==> config.mk <==
export PLATFORM = sky130hd
export DESIGN_NAME = demux_1_3_reg
export DESIGN_NICKNAME = d
export VERILOG_FILES = /design/src/rtl/mc_pkg.sv /design/src/rtl/demux_slot.sv /design/src/rtl/demux_1_3_reg.sv
export SDC_FILE = /design/constraint.sdc
export NUM_CORES = 1
export LEC_CHECK = 0
export CAP_MARGIN = 20
export CORE_MARGIN = 4
export CORE_UTILIZATION = 46
export CTS_BUF_LIST = sky130_fd_sc_hd__clkbuf_8
export DETAILED_ROUTE_END_ITERATION = 7
export PLACE_DENSITY = 0.85
export RECOVER_POWER = 25
export SYNTH_ARGS = -nofsm -noshare
export SYNTH_HDL_FRONTEND = slang
export SYNTH_SLANG_ARGS = --single-unit
==> constraint.sdc <==
create_clock -name clk -period 1.6 [get_ports clk]
set_input_delay 0.48 -clock clk [delete_from_list [all_inputs] [get_ports clk]]
set_output_delay 0.48 -clock clk [all_outputs]
set_load 0.03 [all_outputs]
==> src/rtl/mc_pkg.sv <==
// Shared datapath definitions: destination select codes used by the 3:1 muxes
// and the 1:3 demux, plus the holding-slot state encoding.
package mc_pkg;

   localparam logic [1:0] SEL_D0  = 2'd0;
   localparam logic [1:0] SEL_D1  = 2'd1;
   localparam logic [1:0] SEL_D2  = 2'd2;
   localparam logic [1:0] SEL_BAD = 2'd3;

   typedef enum logic {
      SLOT_EMPTY = 1'b0,
      SLOT_FULL  = 1'b1
   } slot_state_e;

endpackage : mc_pkg

==> src/rtl/demux_slot.sv <==
// One-entry holding slot with valid/ready handshake; written by the demux,
// drained by a single consumer.
module demux_slot
   import mc_pkg::*;
#(
   parameter int WIDTH = 32
) (
   input  logic             clk,
   input  logic             rst_n,
   input  logic             wr_en,
   input  logic [WIDTH-1:0] wr_data,
   input  logic             rd_ready,
   output logic             valid,
   output logic [WIDTH-1:0] data
);

   slot_state_e      state_q, state_d;
   logic [WIDTH-1:0] data_q, data_d;

   // NOTE: state is updated with non-blocking assignments so every flop samples pre-edge values.
   always_ff @(posedge clk or negedge rst_n) begin
      if (!rst_n) begin
         state_q <= SLOT_EMPTY;
         data_q  <= '0;
      end else begin
         state_q <= state_d;
         data_q  <= data_d;
      end
   end

   // NOTE: defaults first, so no path through the case leaves a variable unassigned (no latch).
   always_comb begin
      state_d = state_q;
      data_d  = data_q;
      unique case (state_q)
         SLOT_EMPTY: begin
            if (wr_en) begin
               state_d = SLOT_FULL;
               data_d  = wr_data;
            end
         end
         SLOT_FULL: begin
            // A write while full is only possible when the consumer drains this cycle.
            if (wr_en) begin
               data_d = wr_data;
            end else if (rd_ready) begin
               state_d = SLOT_EMPTY;
            end
         end
         default: state_d = SLOT_EMPTY;
      endcase
   end

   assign valid = (state_q == SLOT_FULL);
   assign data  = data_q;

endmodule : demux_slot

==> src/rtl/demux_1_3_reg.sv <==
// Registered 1-to-3 demultiplexer between the ALU-result stage and write-back consumers.
// Define DEMUX_CNT_EN to add per-destination consume counters cnt0/cnt1/cnt2.
module demux_1_3_reg
   import mc_pkg::*;
#(
   parameter int WIDTH     = 32,
   parameter int CNT_WIDTH = 8
) (
   input  logic                 clk,
   input  logic                 rst_n,
   input  logic                 in_valid,
   output logic                 in_ready,
   input  logic [1:0]           select,
   input  logic [WIDTH-1:0]     in_data,
   output logic [2:0]           out_valid,
   input  logic [2:0]           out_ready,
   output logic [WIDTH-1:0]     out_data0,
   output logic [WIDTH-1:0]     out_data1,
   output logic [WIDTH-1:0]     out_data2,
   output logic                 err_illegal
`ifdef DEMUX_CNT_EN
   ,
   output logic [CNT_WIDTH-1:0] cnt0,
   output logic [CNT_WIDTH-1:0] cnt1,
   output logic [CNT_WIDTH-1:0] cnt2
`endif
);

   logic             accept;
   logic [2:0]       wr_en;
   logic [WIDTH-1:0] slot_data [3];
   logic             err_illegal_q;

   // in_ready deliberately ignores in_valid so the producer can look before it leaps.
   always_comb begin
      in_ready = 1'b1;
      unique case (select)
         SEL_D0:  in_ready = !out_valid[0] || out_ready[0];
         SEL_D1:  in_ready = !out_valid[1] || out_ready[1];
         SEL_D2:  in_ready = !out_valid[2] || out_ready[2];
         default: in_ready = 1'b1;
      endcase
   end

   assign accept = in_valid && in_ready;

   always_comb begin
      wr_en = 3'b000;
      unique case (select)
         SEL_D0:  wr_en[0] = accept;
         SEL_D1:  wr_en[1] = accept;
         SEL_D2:  wr_en[2] = accept;
         default: wr_en    = 3'b000;
      endcase
   end

   for (genvar i = 0; i < 3; i++) begin : g_slot
      demux_slot #(
         .WIDTH (WIDTH)
      ) u_slot (
         .clk      (clk),
         .rst_n    (rst_n),
         .wr_en    (wr_en[i]),
         .wr_data  (in_data),
         .rd_ready (out_ready[i]),
         .valid    (out_valid[i]),
         .data     (slot_data[i])
      );
   end

   assign out_data0 = slot_data[0];
   assign out_data1 = slot_data[1];
   assign out_data2 = slot_data[2];

   always_ff @(posedge clk or negedge rst_n) begin
      if (!rst_n) begin
         err_illegal_q <= 1'b0;
      end else begin
         err_illegal_q <= accept && (select == SEL_BAD);
      end
   end

   assign err_illegal = err_illegal_q;

`ifdef DEMUX_CNT_EN
   logic [CNT_WIDTH-1:0] cnt_q [3];

   // NOTE: the counter array is small state with a defined reset value, so it is reset like any flop.
   always_ff @(posedge clk or negedge rst_n) begin
      if (!rst_n) begin
         for (int i = 0; i < 3; i++) cnt_q[i] <= '0;
      end else begin
         for (int i = 0; i < 3; i++) begin
            if (out_valid[i] && out_ready[i]) cnt_q[i] <= cnt_q[i] + CNT_WIDTH'(1);
         end
      end
   end

   assign cnt0 = cnt_q[0];
   assign cnt1 = cnt_q[1];
   assign cnt2 = cnt_q[2];
`endif

endmodule : demux_1_3_reg
**After elaboration in Yosys (flattened, before gate mapping)**

Index checks and enable logic that the tools add are counted.

- Register bits: 100
- Input bits: 40

- Eq/ne operators: 3
- Muxes and demuxes: 19
- Bitwise operators: 3
- Reduce and logical (&&, ||, !) cells: 9

Operator list:

| cell | number |
|---|---|
| $mux 32 | 3 |
| $mux 1 | 12 |
| $pmux 1 s2 | 3 |
| $eq 2x2->1 const B | 2 |
| $logic_not 1->1 | 3 |
| $logic_or 1x1->1 | 3 |
| $not 1->1 | 3 |
| $pmux 1 s3 | 1 |
| $eq 2x1->1 const B | 1 |
| $logic_and 1x1->1 | 2 |
| $logic_not 2->1 | 1 |

**Longest topological paths before layout**

- Word-level depth: 7
- Gate-level depth with buffers: 5
- Depth with buffers taken out: 3

**Hierarchy**

From an unflattened synthesis, not the netlist that was laid out.

- Cells, all modules: 227
- Area, all modules: 4252.8 um2

By module, submodules not included:

| module | instances | cells an instance | area each (um2) | sequential area each (um2) |
|---|---|---|---|---|
| demux_slot | 3 | 71 | 1377.6 | 825.8 |
| demux_1_3_reg | 1 | 14 | 120.1 | 25.0 |

**Worst setup path after synthesis**

No wires, ideal clock.

- Kind: input to output
- Start: in select[0]
- End: out in_ready
- Arrival time: 1418 ps
- Required time: 1120 ps
- Slack: -298 ps
- Stages on the path: 3
- Path buffers: 1
- Cell sequence: buf_2 -> mux2i_1 -> o21ai_0

- Word-level cells in the longest chain between the ends: 2
- Elaborated cells between the ends (all ways): 4
- Classes of those cells: 2 x eq/ne; 1 x mux; 1 x reduce/logical

RTL lines:

| element | line | source |
|---|---|---|
| start, declared | demux_1_3_reg.sv:13 | `input logic [1:0] select,` |
| $eq 2x2->1 (tied with other cells) | demux_1_3_reg.sv:37 | `unique case (select)` |
| $pmux 1 s3 * | demux_1_3_reg.sv:37 |  |
| end, declared | demux_1_3_reg.sv:12 | `output logic in_ready,` |

Every way passes the cells marked *; elsewhere a longest branch is shown, timed or not.

**Worst setup path in the final report**

- Start: in out_ready[0]
- End: out in_ready

- Word-level cells in the longest chain between the ends: 2

RTL lines:

| element | line | source |
|---|---|---|
| start, declared | demux_1_3_reg.sv:16 | `input logic [2:0] out_ready,` |
| $logic_or 1x1->1 | demux_1_3_reg.sv:38 | `SEL_D0: in_ready = !out_valid[0] \|\| out_ready[0];` |
| $pmux 1 s3 | demux_1_3_reg.sv:37 |  |

Every way passes these cells.

==> flow_summary.json <==
{
  "failed_checks": "setup timing",
  "initial_utilization_pct": 48.1,
  "die-width_um": 98.8,
  "synth_xor_area_share_pct": 0,
  "synth_area_mm2": 0.00379,
  "postRouteWirelength_um": 8780,
  "port-buffer-count": 140,
  "leading_cell_type_in_the_layout_fill_and_taps_excluded": "sky130_fd_sc_hd__dfrtp_1",
  "globalRouteMet2Util_pct": 31.6,
  "cts_sinks": 100,
  "synth.mux.area_fraction_pct": 28.8,
  "gp_congestion": 0.728,
  "slew-limit-headroom_pct": 66.8,
  "final_hpwl_dp_um": 6290,
  "post-route-util_pct": 68.1,
  "route.detailed.drc": 0,
  "clock.fmax_ghz": 0.583,
  "layout.cells.most_common_list": "sky130_fd_sc_hd__dfrtp_1, sky130_fd_sc_hd__mux2_2, sky130_fd_sc_hd__clkbuf_2",
  "globalRoute.totalOverflow": 0,
  "final_nets": 421,
  "clk_latency_worst_skew_pair_ns": 0.34,
  "vdd.ir_drop.worst_mv": 0.728,
  "drt-pass1-iter-count": 3,
  "flow.area_growth_from_synthesis_pct": 41.6,
  "synth_fa_ha_area_share_pct": 0,
  "cts_inserted_buffers": 9,
  "post_synthesis_compound_gate_area_fraction_pct": 0.396,
  "worst_ep_arrival_time_ns": 1.23,
  "grt_antenna_before_repair": 0,
  "post_synth_num_cell_types": 14,
  "tightestPinTransition_ns": 0.498,
  "grt.met3_usage_pct": 7.01,
  "report.final.slew_viol_count": 0,
  "post_drt_via_cell_ratio": 5.03,
  "critPathCaptureType": "primary output",
  "detail_route.iter0.violations": 44,
  "cp-start-kind": "input pin",
  "die_height_um": 98.8,
  "grt_max_degree": 38,
  "dominant_combinational_cell_family_by_area_after_synthesis": "multiplexers",
  "cellLeakagePower_nw": 2.47,
  "maxCapViolCount": 0,
  "synth_nets": 266,
  "timing_hold_violations_final": 0,
  "global_route.peak_usage_layer": "met2",
  "outcome": "finished with violations",
  "cts_htree_levels": 3,
  "final.fill_count": 598,
  "synthesis.instances": 226,
  "routedWlPerCell_um": 18.0,
  "multi_input_area_mm2": 0.00123,
  "core-area_mm2": 0.00789,
  "core.rowCount": 32,
  "setup_repair_after_global_routing_missed_its_margin": "yes",
  "drive_above_1_share_pct": 53.9,
  "layout_worst_path_cycle_share_pct": 107,
  "cts_tree": "built",
  "holdCritPathClass": "in2reg",
  "grt_pass1_wl_um": 14400,
  "synthesis.area_per_instance_um2": 16.8,
  "period_needed_ns": 1.71,
  "power.total_mw": 7.60,
  "power-per-cell-area_mw_per_mm2": 1420,
  "ctsLongestPathBuffers": 2,
  "grt_use_met1_pct": 22.7,
  "aggregate_negative_setup_slack_ns": -0.115,
  "io_pins": 141,
  "drtAntennaViolNets": 0,
  "ys_seq_area_share_pct": 66.0,
  "via_count_of_the_first_global_routing_pass": 2779,
  "antenna_cells_inserted": 0,
  "register_area_mm2": 0.00250,
  "worst-endpoint-required_ns": 1.12,
  "final-setup-viol-count": 1,
  "yosys_warnings": 0,
  "yosys.area_share.simple_pct": 2.01,
  "fp.dieArea_mm2": 0.00976,
  "clock_skew_ns": 0.0130,
  "grtUsageTotal_pct": 18.7,
  "critical_path.max_fanout": 2,
  "route.vias.total": 2453,
  "ctsRootBufferMaster": "sky130_fd_sc_hd__clkbuf_8",
  "criticalPathCategory": "in2out",
  "yosys_register_bits": 100,
  "final_critical_path_setup_slack_ns": -0.115,
  "clkTransAtPathRegs_ns": 0.09
}
==> stage by stage <==
stage / instance area (um2) / instances / hold WS (ns) / setup WS, ns
floorplan: 3790 / 226 / 0.184 / 0.00642
global placement: 5370 / 463 / 0.366 / -0.490
detailed placement: 5370 / 463 / 0.371 / -0.539
CTS: 5670 / 484 / 0.496 / -0.160
global route: 5370 / 488 / 0.446 / -0.166
finish: 5370 / 488 / 0.448 / -0.115
==> area by class of cell <==
| cell class | instances | share of cell area, % |
|---|---|---|
| well taps | 102 | 2.38 |
| clock inverters | 6 | 1.49 |
| flip-flops and latches | 100 | 46.6 |
| clock buffers | 10 | 2.56 |
| multi-input cells | 112 | 22.9 |
| repair buffers | 158 | 24.0 |
==> state kept, by name (all words and copies together), names as in the netlist <==
name                 cells
g_slot.u_slot.data      96
g_slot.u_slot.valid      3
err_illegal              1
==> cell usage after synthesis <==
master	instances	area, um2
sky130_fd_sc_hd__mux2i_1	1	10.0
sky130_fd_sc_hd__buf_6	3	33.8
sky130_fd_sc_hd__mux2_1	9	101
sky130_fd_sc_hd__mux2_2	87	980
sky130_fd_sc_hd__nor2b_1	1	6.26
sky130_fd_sc_hd__and3_1	2	12.5
sky130_fd_sc_hd__nand3b_2	1	11.3
sky130_fd_sc_hd__dfrtp_1	100	2500
sky130_fd_sc_hd__buf_4	7	52.6
sky130_fd_sc_hd__nor3b_2	1	12.5
sky130_fd_sc_hd__nand2_1	4	15.0
sky130_fd_sc_hd__o21ai_0	3	15.0
sky130_fd_sc_hd__nand2b_1	3	18.8
sky130_fd_sc_hd__buf_2	4	20.0
==> metal layers <==
layer	part of all wire [%]	vias up
li1	-	1095
met1	41	1257
met2	49	90
met3	9.0	11
met4	0.97	0
met5	0	-
==> worst max-delay path, cell delays in order <==
cell and delay (ns):
sky130_fd_sc_hd__dlygate4sd2_1 0.23, sky130_fd_sc_hd__nand2b_4 0.14, sky130_fd_sc_hd__mux2i_2 0.17, sky130_fd_sc_hd__o21ai_2 0.07
sky130_fd_sc_hd__buf_6 0.14
==> where the power goes <==
part / leakage (nW) / internal [mW] / switching (mW)
Sequential: 1.19 / 3.04 / 0.273
Clock: 0.115 / 0.912 / 0.821
Combinational: 1.17 / 0.954 / 1.59
==> logic make-up (layout without fill, tap and decap cells) <==
| family | count (synthesis) | count (layout) |
|---|---|---|
| DFF | 100 | 100 |
| muxes | 97 | 97 |
| buffers and inverters | 14 | 174 |
| and+or+nand+nor | 12 | 12 |
| AOI/OAI and AO/OA | 3 | 3 |
==> path summary, 6_finish.rpt <==
check,startpoint,end,slack [ns],cells past startpoint
setup / recovery,out_ready[0],in_ready,-0.11,5
hold / removal,select[0],g_slot[1].u_slot.valid$_DFF_PN0_,0.45,3
setup reg to reg,g_slot[1].u_slot.valid$_DFF_PN0_,g_slot[1].u_slot.data[11]$_DFFE_PN0P_,0.01,6
hold reg to reg,g_slot[0].u_slot.data[13]$_DFFE_PN0P_,g_slot[0].u_slot.data[13]$_DFFE_PN0P_,0.50,1
max in group asynchronous,rst_n,g_slot[1].u_slot.data[14]$_DFFE_PN0P_,0.13,3
min in group asynchronous,rst_n,g_slot[0].u_slot.data[30]$_DFFE_PN0P_,0.58,2
==> repair_timing <==
action,CTS,global route
hold buffers,1,0
buffers inserted,2,4
endpoints found under the setup margin,195,111
resized for setup,184,109
pin swaps,3,2
endpoints found under the hold margin,14,0
gates cloned,2,0
Note: power is estimated with default switching activity, not from simulation.
==> RTL change: new RTL, same settings <==
The option `DEMUX_CNT_EN` is turned on by a define.
--- a/src/rtl/demux_1_3_reg.sv
+++ b/src/rtl/demux_1_3_reg.sv
@@ -1,5 +1,7 @@
 // Registered 1-to-3 demultiplexer between the ALU-result stage and write-back consumers.
 // Define DEMUX_CNT_EN to add per-destination consume counters cnt0/cnt1/cnt2.
+`define DEMUX_CNT_EN
+
 module demux_1_3_reg
    import mc_pkg::*;
 #(
Check against the original RTL (old outputs only; new: cnt0, cnt1 and cnt2): equivalent (equiv_simple and equiv_induct, registers matched by name and starting in step).
==> RTL change against the original RTL <==
The run still ends with negative setup slack left. Count of clock-buffer cells in the layout grew 10. Combinational power grew 51%. Power grew 39%. Clock skew is 4.5 ps lower. Sequential share of layout area shrank 2.9 points. Worst setup slack got worse by 84 ps. Sequential cell count up 24. Final area rose by 32%. Synthesized area up 33%. Register-to-register slack better by 20 ps. Wire length up 41%. Sequential power rose by 28%. Largest cell class unchanged. Largest power group unchanged.
==> RTL change: results (changes against the original RTL) <==
metal3 WL 790 µm (was 791 µm); Distinct cells, synth 28 (was 14); Critical R2R Capture g_slot[1].u_slot.data[26] (was g_slot[1].u_slot.data[11]); Metal-1 WL 4.99 mm (was 3.56 mm); CTS H-tree depth 4 (was 3); vias in the first global route 3,763 (was 2,779); DP Wirelength 8.89 mm (was 6.29 mm); Final Cell Area 7090 µm² (was 5370 µm²); number of DRC markers in iteration 0 101 (was 44); Worst R2R Setup Slack 30 ps (was 10 ps); fill count 784 (was 598); status finished, violations left (unchanged); DR pass1 iterations 4 (was 3); Rel. slew slack 0.678 (was 0.668); DR vias 3,329 (was 2,453); Clock transition at path regs 60 ps (was 90 ps); Worst Path Max Fanout 6 (was 2); largest net degree at the start of global routing 40 (was 38); worst hold margin 438 ps (was 448 ps); multiplexer area fraction after synthesis 0.252 (was 0.288); hold path endpoint err_illegal (was g_slot[1].u_slot.valid); Routability Congestion 0.766 (was 0.728); syn_nets 354 (was 266); met2 global-route usage 0.352 (was 0.316); post_cts resized 470 (was 184); final net count 570 (was 421); Max stage delay on crit path 320 ps (was 230 ps); failing checks negative setup slack (unchanged); GRT met1 Usage 0.237 (was 0.227); final count of negative-setup-slack endpoints 2 (was 1); M3 GR Usage 0.0642 (was 0.0701); GRT Util Overall 0.204 (was 0.187); xor-xnor portion of the synthesized cell area 0.0366 (was 0); CP arrival 1320 ps (was 1230 ps); Final WS setup -198 ps (was -115 ps); Max IR drop VDD 866 µV (was 728 µV); share of cells above drive strength 1 0.570 (was 0.539); placed insts 634 (was 463); clock latency on the worst-skew pair 420 ps (was 340 ps); Max Clock Skew 8.50 ps (was 13.0 ps); Cells after Synth 311 (was 226)
-- RTL change: how the worst max path moves through the flow --
stage	startpoint	endpoint	depth (start not counted)
after floorplan	in_valid	g_slot[2].u_slot.data[10]	5
after global placement	out_ready[2]	in_ready	5
after detailed placement	out_ready[2]	g_slot[2].u_slot.data[0]	5
after CTS	g_slot[0].u_slot.valid	in_ready	4
after global routing	g_slot[1].u_slot.valid	in_ready	4
final	select[0]	in_ready	5
-- RTL change: final cells by class --
| cell class | instances | area share |
|---|---|---|
| Timing Repair Buffer | 210 | 0.233 |
| Multi-Input combinational cell | 174 | 0.255 |
| Clock buffer | 20 | 0.0388 |
| Clock inverter | 11 | 0.0113 |
| Tap cell | 136 | 0.0240 |
| Sequential cell | 124 | 0.438 |
-- RTL change: power breakdown --
group / switching [µW] / leakage, µW / total, µW / internal (µW)
clock network: 1160 / 0.000195 / 2470 / 1310
logic: 2280 / 0.00177 / 3840 / 1560
registers: 424 / 0.00150 / 4240 / 3820
total: 3870 / 0.00346 / 10600 / 6690
